**src/rtl/frodo_macs.sv**
```systemverilog
// frodo_macs: 4-lane pipelined multiply-accumulate for Frodo A*S / S*A + E.
// Ports: clk, rst (sync, active-high), level, macs_en/macs_signal/macs_mode,
//        long_data, short_data, add_data in; macs_result(_valid), macs_busy out.
module frodo_macs #(
    parameter int LANES   = 4,
    parameter int COEF_W  = 16,
    parameter int SHORT_W = 8
) (
    input  logic                      clk,
    input  logic                      rst,
    input  logic [1:0]                level,
    input  logic                      macs_en,
    input  logic                      macs_signal,
    input  logic                      macs_mode,
    input  logic [LANES*COEF_W-1:0]   long_data,
    input  logic [LANES*SHORT_W-1:0]  short_data,
    input  logic [LANES*COEF_W-1:0]   add_data,
    output logic [LANES*COEF_W-1:0]   macs_result,
    output logic                      macs_result_valid,
    output logic                      macs_busy
);

    localparam int DW = LANES * COEF_W;
    localparam int SW = LANES * SHORT_W;

    function automatic logic [COEF_W-1:0] lane_mul(
        input logic [COEF_W-1:0]  l,
        input logic [SHORT_W-1:0] s
    );
        logic [COEF_W-1:0] sx;
        sx = {{(COEF_W-SHORT_W){s[SHORT_W-1]}}, s};
        return l * sx;
    endfunction

    logic          group_open_q, group_open_d;
    logic          mode_q, mode_d;
    logic          first_beat;

    logic          s1_v_q, s1_v_d;
    logic          s1_first_q, s1_first_d;
    logic          s1_last_q, s1_last_d;
    logic          s1_mode_q, s1_mode_d;
    logic          s1_lvl0_q, s1_lvl0_d;
    logic [DW-1:0] s1_long_q, s1_long_d;
    logic [SW-1:0] s1_short_q, s1_short_d;
    logic [DW-1:0] s1_add_q, s1_add_d;

    logic          s2_v_q, s2_v_d;
    logic          s2_first_q, s2_first_d;
    logic          s2_last_q, s2_last_d;
    logic          s2_mode_q, s2_mode_d;
    logic          s2_lvl0_q, s2_lvl0_d;
    logic [DW-1:0] s2_prod_q, s2_prod_d;
    logic [DW-1:0] s2_add_q, s2_add_d;

    logic          s3_v_q, s3_v_d;
    logic          s3_last_q, s3_last_d;
    logic          s3_lvl0_q, s3_lvl0_d;
    logic [DW-1:0] s3_acc_q, s3_acc_d;

    logic [DW-1:0] result_q, result_d;
    logic          valid_q, valid_d;

    logic [DW-1:0]     base;
    logic [COEF_W-1:0] red_sum;
    logic [COEF_W-1:0] mask;

    // Framing and stage 1: operand capture
    always_comb begin
        first_beat   = macs_en & ~group_open_q;
        group_open_d = macs_en ? ~macs_signal : group_open_q;
        mode_d       = first_beat ? macs_mode : mode_q;
        s1_v_d       = macs_en;
        s1_first_d   = first_beat;
        s1_last_d    = macs_en & macs_signal;
        s1_mode_d    = mode_d;
        s1_lvl0_d    = (level == 2'd0);
        s1_long_d    = long_data;
        s1_short_d   = short_data;
        s1_add_d     = add_data;
    end

    // Stage 2: truncated lane products
    always_comb begin
        s2_v_d     = s1_v_q;
        s2_first_d = s1_first_q;
        s2_last_d  = s1_last_q;
        s2_mode_d  = s1_mode_q;
        s2_lvl0_d  = s1_lvl0_q;
        s2_add_d   = s1_add_q;
        s2_prod_d  = '0;
        for (int i = 0; i < LANES; i++) begin
            s2_prod_d[i*COEF_W +: COEF_W] =
                lane_mul(s1_long_q[i*COEF_W +: COEF_W],
                         s1_short_q[i*SHORT_W +: SHORT_W]);
        end
    end

    // Stage 3: accumulate; a first beat restarts from the seed
    always_comb begin
        s3_v_d    = s2_v_q;
        s3_last_d = s2_last_q;
        s3_lvl0_d = s2_lvl0_q;
        base      = s2_first_q ? s2_add_q : s3_acc_q;
        red_sum   = base[COEF_W-1:0];
        for (int i = 0; i < LANES; i++) begin
            red_sum = red_sum + s2_prod_q[i*COEF_W +: COEF_W];
        end
        s3_acc_d = s3_acc_q;
        if (s2_v_q) begin
            if (s2_mode_q) begin
                s3_acc_d               = '0;
                s3_acc_d[COEF_W-1:0]   = red_sum;
            end else begin
                for (int i = 0; i < LANES; i++) begin
                    s3_acc_d[i*COEF_W +: COEF_W] =
                        base[i*COEF_W +: COEF_W] +
                        s2_prod_q[i*COEF_W +: COEF_W];
                end
            end
        end
    end

    // Output register: mask only here, level taken from the last beat
    always_comb begin
        mask     = s3_lvl0_q ? 16'h7FFF : 16'hFFFF;
        valid_d  = s3_v_q & s3_last_q;
        result_d = result_q;
        if (valid_d) begin
            result_d = s3_acc_q & {LANES{mask}};
        end
    end

    always_ff @(posedge clk) begin
        if (rst) begin
            group_open_q <= 1'b0;
            mode_q       <= 1'b0;
            s1_v_q       <= 1'b0;
            s1_first_q   <= 1'b0;
            s1_last_q    <= 1'b0;
            s1_mode_q    <= 1'b0;
            s1_lvl0_q    <= 1'b0;
            s1_long_q    <= '0;
            s1_short_q   <= '0;
            s1_add_q     <= '0;
            s2_v_q       <= 1'b0;
            s2_first_q   <= 1'b0;
            s2_last_q    <= 1'b0;
            s2_mode_q    <= 1'b0;
            s2_lvl0_q    <= 1'b0;
            s2_prod_q    <= '0;
            s2_add_q     <= '0;
            s3_v_q       <= 1'b0;
            s3_last_q    <= 1'b0;
            s3_lvl0_q    <= 1'b0;
            s3_acc_q     <= '0;
            result_q     <= '0;
            valid_q      <= 1'b0;
        end else begin
            group_open_q <= group_open_d;
            mode_q       <= mode_d;
            s1_v_q       <= s1_v_d;
            s1_first_q   <= s1_first_d;
            s1_last_q    <= s1_last_d;
            s1_mode_q    <= s1_mode_d;
            s1_lvl0_q    <= s1_lvl0_d;
            s1_long_q    <= s1_long_d;
            s1_short_q   <= s1_short_d;
            s1_add_q     <= s1_add_d;
            s2_v_q       <= s2_v_d;
            s2_first_q   <= s2_first_d;
            s2_last_q    <= s2_last_d;
            s2_mode_q    <= s2_mode_d;
            s2_lvl0_q    <= s2_lvl0_d;
            s2_prod_q    <= s2_prod_d;
            s2_add_q     <= s2_add_d;
            s3_v_q       <= s3_v_d;
            s3_last_q    <= s3_last_d;
            s3_lvl0_q    <= s3_lvl0_d;
            s3_acc_q     <= s3_acc_d;
            result_q     <= result_d;
            valid_q      <= valid_d;
        end
    end

    assign macs_result       = result_q;
    assign macs_result_valid = valid_q;
    assign macs_busy         = group_open_q | s1_v_q | s2_v_q | s3_v_q;

endmodule
```
**config.mk**
```make
export PLATFORM = sky130hd
export DESIGN_NAME = frodo_macs
export DESIGN_NICKNAME = d
export VERILOG_FILES = /design/src/rtl/frodo_macs.sv
export SDC_FILE = /design/constraint.sdc
export NUM_CORES = 2
export LEC_CHECK = 0
export CAP_MARGIN = 10
export CORE_MARGIN = 2
export CORE_UTILIZATION = 50
export DETAILED_ROUTE_END_ITERATION = 6
export HOLD_SLACK_MARGIN = 0.05
export PLACE_DENSITY_LB_ADDON = 0.2
export SKIP_CTS_REPAIR_TIMING = 1
export SLEW_MARGIN = 20
export SYNTH_ARGS = -nofsm -noshare
export SYNTH_HDL_FRONTEND = slang
export SYNTH_SLANG_ARGS = --single-unit
```
**constraint.sdc**
```tcl
create_clock -name clk -period 7.2 [get_ports clk]
set_input_delay 1.08 -clock clk [delete_from_list [all_inputs] [get_ports clk]]
set_output_delay 1.08 -clock clk [all_outputs]
set_load 0.01 [all_outputs]
```
==> reports/qor.yml <==
p_leak_nw: 14.8
clkSinkCount: 431
ir_worst_vdd_mv: 0.164
synth_edf_count: 0
grt_max_degree: 159
finalHoldWorstSlack_ns: 0.436
worstPathArrival_ns: 6.14
fmax_ghz: 0.177
htreeDepth: 2
holdPathEnd: "s2_add_q[47]"
io-pin-count: 233
dp_hpwl_um: 50600
met1_usage_pct: 30.9
finalSetupViolCount: 0
routed_wl_um: 64700
rr_worst_depth: 19
period_needed_ns: 5.64
drv_slew: 0
rsz0062_at_grt: "no"
skew_ns: 0.0157
antennaDiodeCount: 0
cts_buffers: 47
wl_per_cell_um: 16.2
dp.cells: 3910
grt_util_met3_pct: 3.14
via_per_inst: 4.99
reg2reg_from: "s2_first_q"
fin_area_um2: 33200
first_pass_iters: 5
tightest_slew_ns: 0.979
pre_cts_ws_ns: 1.53
drc: 0
outcome: "finished, final reports clean"
stdcell_count: 3990
period_share_pct: 78.4
dr_total_vias: 19899
final_antenna_net_count: 0
postSynthAreaPerCell_um2: 9.48
drtIter0Drc: 1087
portBuffers: 232
crit_type: "reg -> reg"
seq_area_frac_synth_pct: 30.2
worstHoldStart: "s1_add_q[47]"
slew_headroom_pct: 34.7
core_um2: 56500
max-cap-violations: 0
drive_gt1_share_pct: 5.35
overflow: 0
power_density_nw_per_um2: 217
grt_pass1_wl_um: 107000
synth_cell_types: 56
grt_antenna_before_repair: 1
grt_use_total_pct: 22.5
die_y_um: 243
clk_path_buf_depth: 3
hold_depth: 1
r2r_slack_ns: 1.56
syn2layout_area_growth_pct: 15.9
critPathMaxFanout: 17
worst_hold_path_type: "reg -> reg"
r2r-end: "s3_acc_q[15]"
tns_ns: 0
ys_ff_latch: 431
finalWorstSetupSlack_ns: 1.56
num_rows: 87
grt_pass1_vias: 20776
layout.nets: 3859
hold_viol_final: 0
fp.dieW_um: 243
postPlaceCellArea_um2: 31600
clock_tree.root_cell: "clkbuf_16"
busiest_layer: "met2"
synthArstFlopShare_pct: 0
gp_congestion: 0.891
cts_tree: "built"
start_util_pct: 50.6
p_total_mw: 7.20
synth_nets: 3673
dominantRegCellSynth: "dfxtp_1"
die-area_um2: 59100
syn_area_um2: 28600
ys_warn_count: 0
cts.clk_slew.worst_paths_ns: 0.06
critPathLaunchType: "flip-flop"
synth_cells: 3017
utilization_pct: 58.7
clock_latency_ns: 0.59
worstSetupEndpointType: "flip-flop"
gr-usage-met2_pct: 36.9
cp.required_ns: 7.70
-- cells in the final DEF (no fill, tap or decap), drive strengths merged, types with 44 or more instances in the layout --
cell / Yosys / routed
clkdlybuf4s50: 0 / 231
xnor2: 113 / 113
nor2b: 268 / 268
and2: 261 / 261
ha: 211 / 211
nand2: 252 / 252
a21oi: 116 / 116
inv: 391 / 392
dfxtp: 431 / 431
mux2: 64 / 64
nor2: 159 / 159
xor2: 44 / 44
fa: 278 / 278
clkbuf: 96 / 63
-- worst max-delay path, cell delays in order, from the launching register on --
cell and delay [ns]:
dfxtp_2 0.56, mux2_2 0.39, ha_1 0.21, fa_1 0.44, a21o_1 0.17, a21o_1 0.19
a21oi_1 0.19, o21ai_0 0.21, a41oi_1 0.30, xnor2_1 0.26, fa_1 0.48, ha_1 0.39
nand3_1 0.14, a2111oi_4 0.24, nor3_1 0.16, o41ai_2 0.38, xnor2_1 0.16, nand2_1 0.08
xnor3_1 0.39, a211oi_2 0.21
-- report_power, final --
group / internal, mW / total (mW) / switching (mW)
clock: 1.46 / 2.44 / 0.979
combinational: 0.948 / 2.02 / 1.07
sequential: 2.53 / 2.73 / 0.200
-- logic make-up after synthesis --
group                    Yosys count  share of synthesized area, %
buffers and inverters            499                          6.55
AND/OR/NAND/NOR                 1043                          19.1
multiplexers                      82                          3.15
adder cells (fa/ha/maj)          489                          28.7
AO/OA/AOI/OAI                    315                          7.49
XOR/XNOR                         158                          4.89
flip-flops                       431                          30.2
-- final cells by class --
cell class / instances / area (um^2)
Clock buffer: 63 / 1320
Clock inverter: 17 / 256
Fill cell: 4880 / 23300
Inverter: 392 / 1470
Multi-Input combinational cell: 2087 / 18100
Sequential cell: 431 / 8630
Tap cell: 756 / 946
Timing Repair Buffer: 244 / 2430
-- worst max path at each step --
| stage | cells past startpoint | end | start |
|---|---|---|---|
| final | 19 | s3_acc_q[15] | s2_first_q |
| after global routing | 19 | s3_acc_q[15] | s2_first_q |
| after CTS | 19 | s3_acc_q[15] | s2_first_q |
| after detailed placement | 19 | s3_acc_q[15] | s2_first_q |
| after global placement | 19 | s3_acc_q[15] | s2_first_q |
| after floorplan | 21 | s3_acc_q[15] | s2_first_q |
-- registers in the layout, summed over array words and instances (netlist names), 32 cells and up --
signal and cells:
s3_acc_q 64, s1_long_q 64, s2_prod_q 64, s1_short_q 32, s2_add_q 64, macs_result 64, s1_add_q 64
-- cell usage after synthesis (all sizes together) (3+ instances only) --
master	count	area, um^2
or2	5	31.3
ha	211	2640
a22o	17	149
inv	391	1470
clkbuf	96	360
a41oi	3	26.3
a211oi	16	125
o21bai	12	90.1
o21ai	29	145
nor2b	268	1680
nor2	159	597
a21o	43	323
dfxtp	431	8630
nor3	30	150
nand3b	6	45.0
buf	11	41.3
o21ba	6	60.1
or3	6	37.5
o22ai	4	25.0
a22oi	24	180
a21oi	116	581
o41ai	6	60.1
nand2b	28	175
and2	261	1630
nand2	252	946
a211o	3	26.3
and3	8	50.1
xor2	44	385
nand3	15	75.1
a31oi	10	62.6
mux2i	18	180
xnor2	113	990
a21boi	8	60.1
a2111oi	3	82.6
fa	278	5570
o31ai	3	32.5
mux2	64	721
-- routing by layer --
| layer | wire length, um | up-vias |
|---|---|---|
| met4 | 1860 | 0 |
| li1 | - | 9804 |
| met2 | 29800 | 386 |
| met3 | 2820 | 85 |
| met5 | 0 | - |
| met1 | 30200 | 9624 |
No activity file was read; power rests on OpenSTA's default activity.
==> variant: new RTL, same settings <==
Register the output `macs_result` once more, with the module's reset; this adds one clock of latency there. The other outputs are not delayed to match.
--- a/src/rtl/frodo_macs.sv
+++ b/src/rtl/frodo_macs.sv
@@ -184,5 +184,11 @@
     end
 
-    assign macs_result       = result_q;
+    always_ff @(posedge clk) begin
+        if (rst) begin
+            macs_result <= '0;
+        end else begin
+            macs_result <= result_q;
+        end
+    end
     assign macs_result_valid = valid_q;
     assign macs_busy         = group_open_q | s1_v_q | s2_v_q | s3_v_q;
Behaviour: not the same (a bounded check fails within 10 cycles, from zero or initial values and one cycle with rst high).
==> variant against the unedited design <==
Core utilization is 0.34 points higher. Worst setup slack improved by 0.15 ns. Synthesized cell count is essentially flat. Cell count increased by 1.1%. Total power is 11% higher. Sequential cell count rose by 64. Area after synthesis increased by 4.8%. Via count up 1.7%. Design area grew 5.3%. Routed wire length is 3.1% higher.
==> variant: results (changes against the unedited design) <==
[placed_design]
place_hpwl_mm = 51.6  ; +2.0%
preCtsSetupSlack_ns = 1.70  ; +0.166 ns
place_inst = 3929  ; +0.49%
place_area_um2 = 33000  ; +4.4%

[synth]
synth_area_leaders = dfxtp_1, fa_1, ha_1
synth-xor-area-share = 0.0467  ; -0.00212
avgSynthCellArea_um2 = 9.93  ; +4.8%
synthMuxAreaShare = 0.0300  ; -0.00145
yosysSeqAreaShare = 0.331  ; +0.0288
syn-num-nets = 3675  ; +0.054%
synth_common_cells = dfxtp_1, inv_1, nor2b_1, fa_1, and2_1
ys_types = 53  ; -5.4%

[drt]
drt-met1-wl_mm = 30.5  ; +1.2%
met3_wirelength_mm = 3.16  ; +12%
routed_wl_mm = 66.7  ; +3.1%

[global_routing]
grt_pass1_vias = 21300  ; +2.6%
grt_start_max_net_pins = 181  ; +14%
use_met3 = 0.0336  ; +0.00224
grt_use_total = 0.219  ; -0.00564
grt_first_pass_wirelength_mm = 110  ; +2.4%

[run_status]
outcome = finished, final reports clean

[final_layout]
n_fill_cell = 5069  ; +3.9%
drive_gt1_frac = 0.0577  ; +0.00423

[clocking]
clock_latency_ns = 0.62  ; +0.03 ns
cts_buffers = 54  ; +15%

[timing]
skew_ns = 0.0417  ; +0.0261 ns

[setup_path]
cp_max_fo = 27  ; +10

[power]
ir_drop_mv = 0.193  ; +18%

-- variant: final cells by class --
class | count | area [um2] | share of cell area
Antenna cell | 5 | 12.5 | 0.000358
Tap cell | 773 | 967 | 0.0277
Inverter | 389 | 1460 | 0.0418
Multi-Input combinational cell | 2029 | 18200 | 0.522
Timing Repair Buffer | 243 | 2420 | 0.0694
Clock inverter | 28 | 388 | 0.0111
Clock buffer | 73 | 1510 | 0.0433
Sequential cell | 495 | 9910 | 0.284
-- variant: worst min-delay path by stage --
stage	start	endpoint	slack, ns	cells after the start
6_report	s1_add_q[60]	s2_add_q[60]	0.40	1
5_1_grt	s1_add_q[60]	s2_add_q[60]	0.41	1
4_1_cts	s1_add_q[60]	s2_add_q[60]	0.40	1
3_5_place_dp	s1_add_q[25]	s2_add_q[25]	0.43	1
3_3_place_gp	s1_add_q[55]	s2_add_q[55]	0.43	1
2_1_floorplan	s1_add_q[0]	s2_add_q[0]	0.41	1
-- variant: where the power goes --
group | total, mW | internal, mW | leakage [nW] | switching [mW]
Combinational | 1.98 | 0.941 | 10.7 | 1.04
Clock | 2.88 | 1.71 | 0.912 | 1.17
Sequential | 3.10 | 2.89 | 4.06 | 0.208
Total | 7.96 | 5.54 | 15.7 | 2.42
-- variant: critical path, cell delays in order (launching register included) --
cell	delay [ns]
dfxtp_2	0.36
buf_4	0.39
mux2_2	0.39
ha_1	0.33
and3_1	0.19
a221oi_1	0.40
a21oi_1	0.21
a21o_1	0.22
a21oi_1	0.17
xnor2_1	0.23
fa_1	0.46
ha_1	0.37
and3_1	0.19
a21oi_1	0.10
o21ai_0	0.13
o41ai_1	0.55
o21ai_0	0.22
xnor2_1	0.18
nand3_1	0.10
o311a_1	0.15
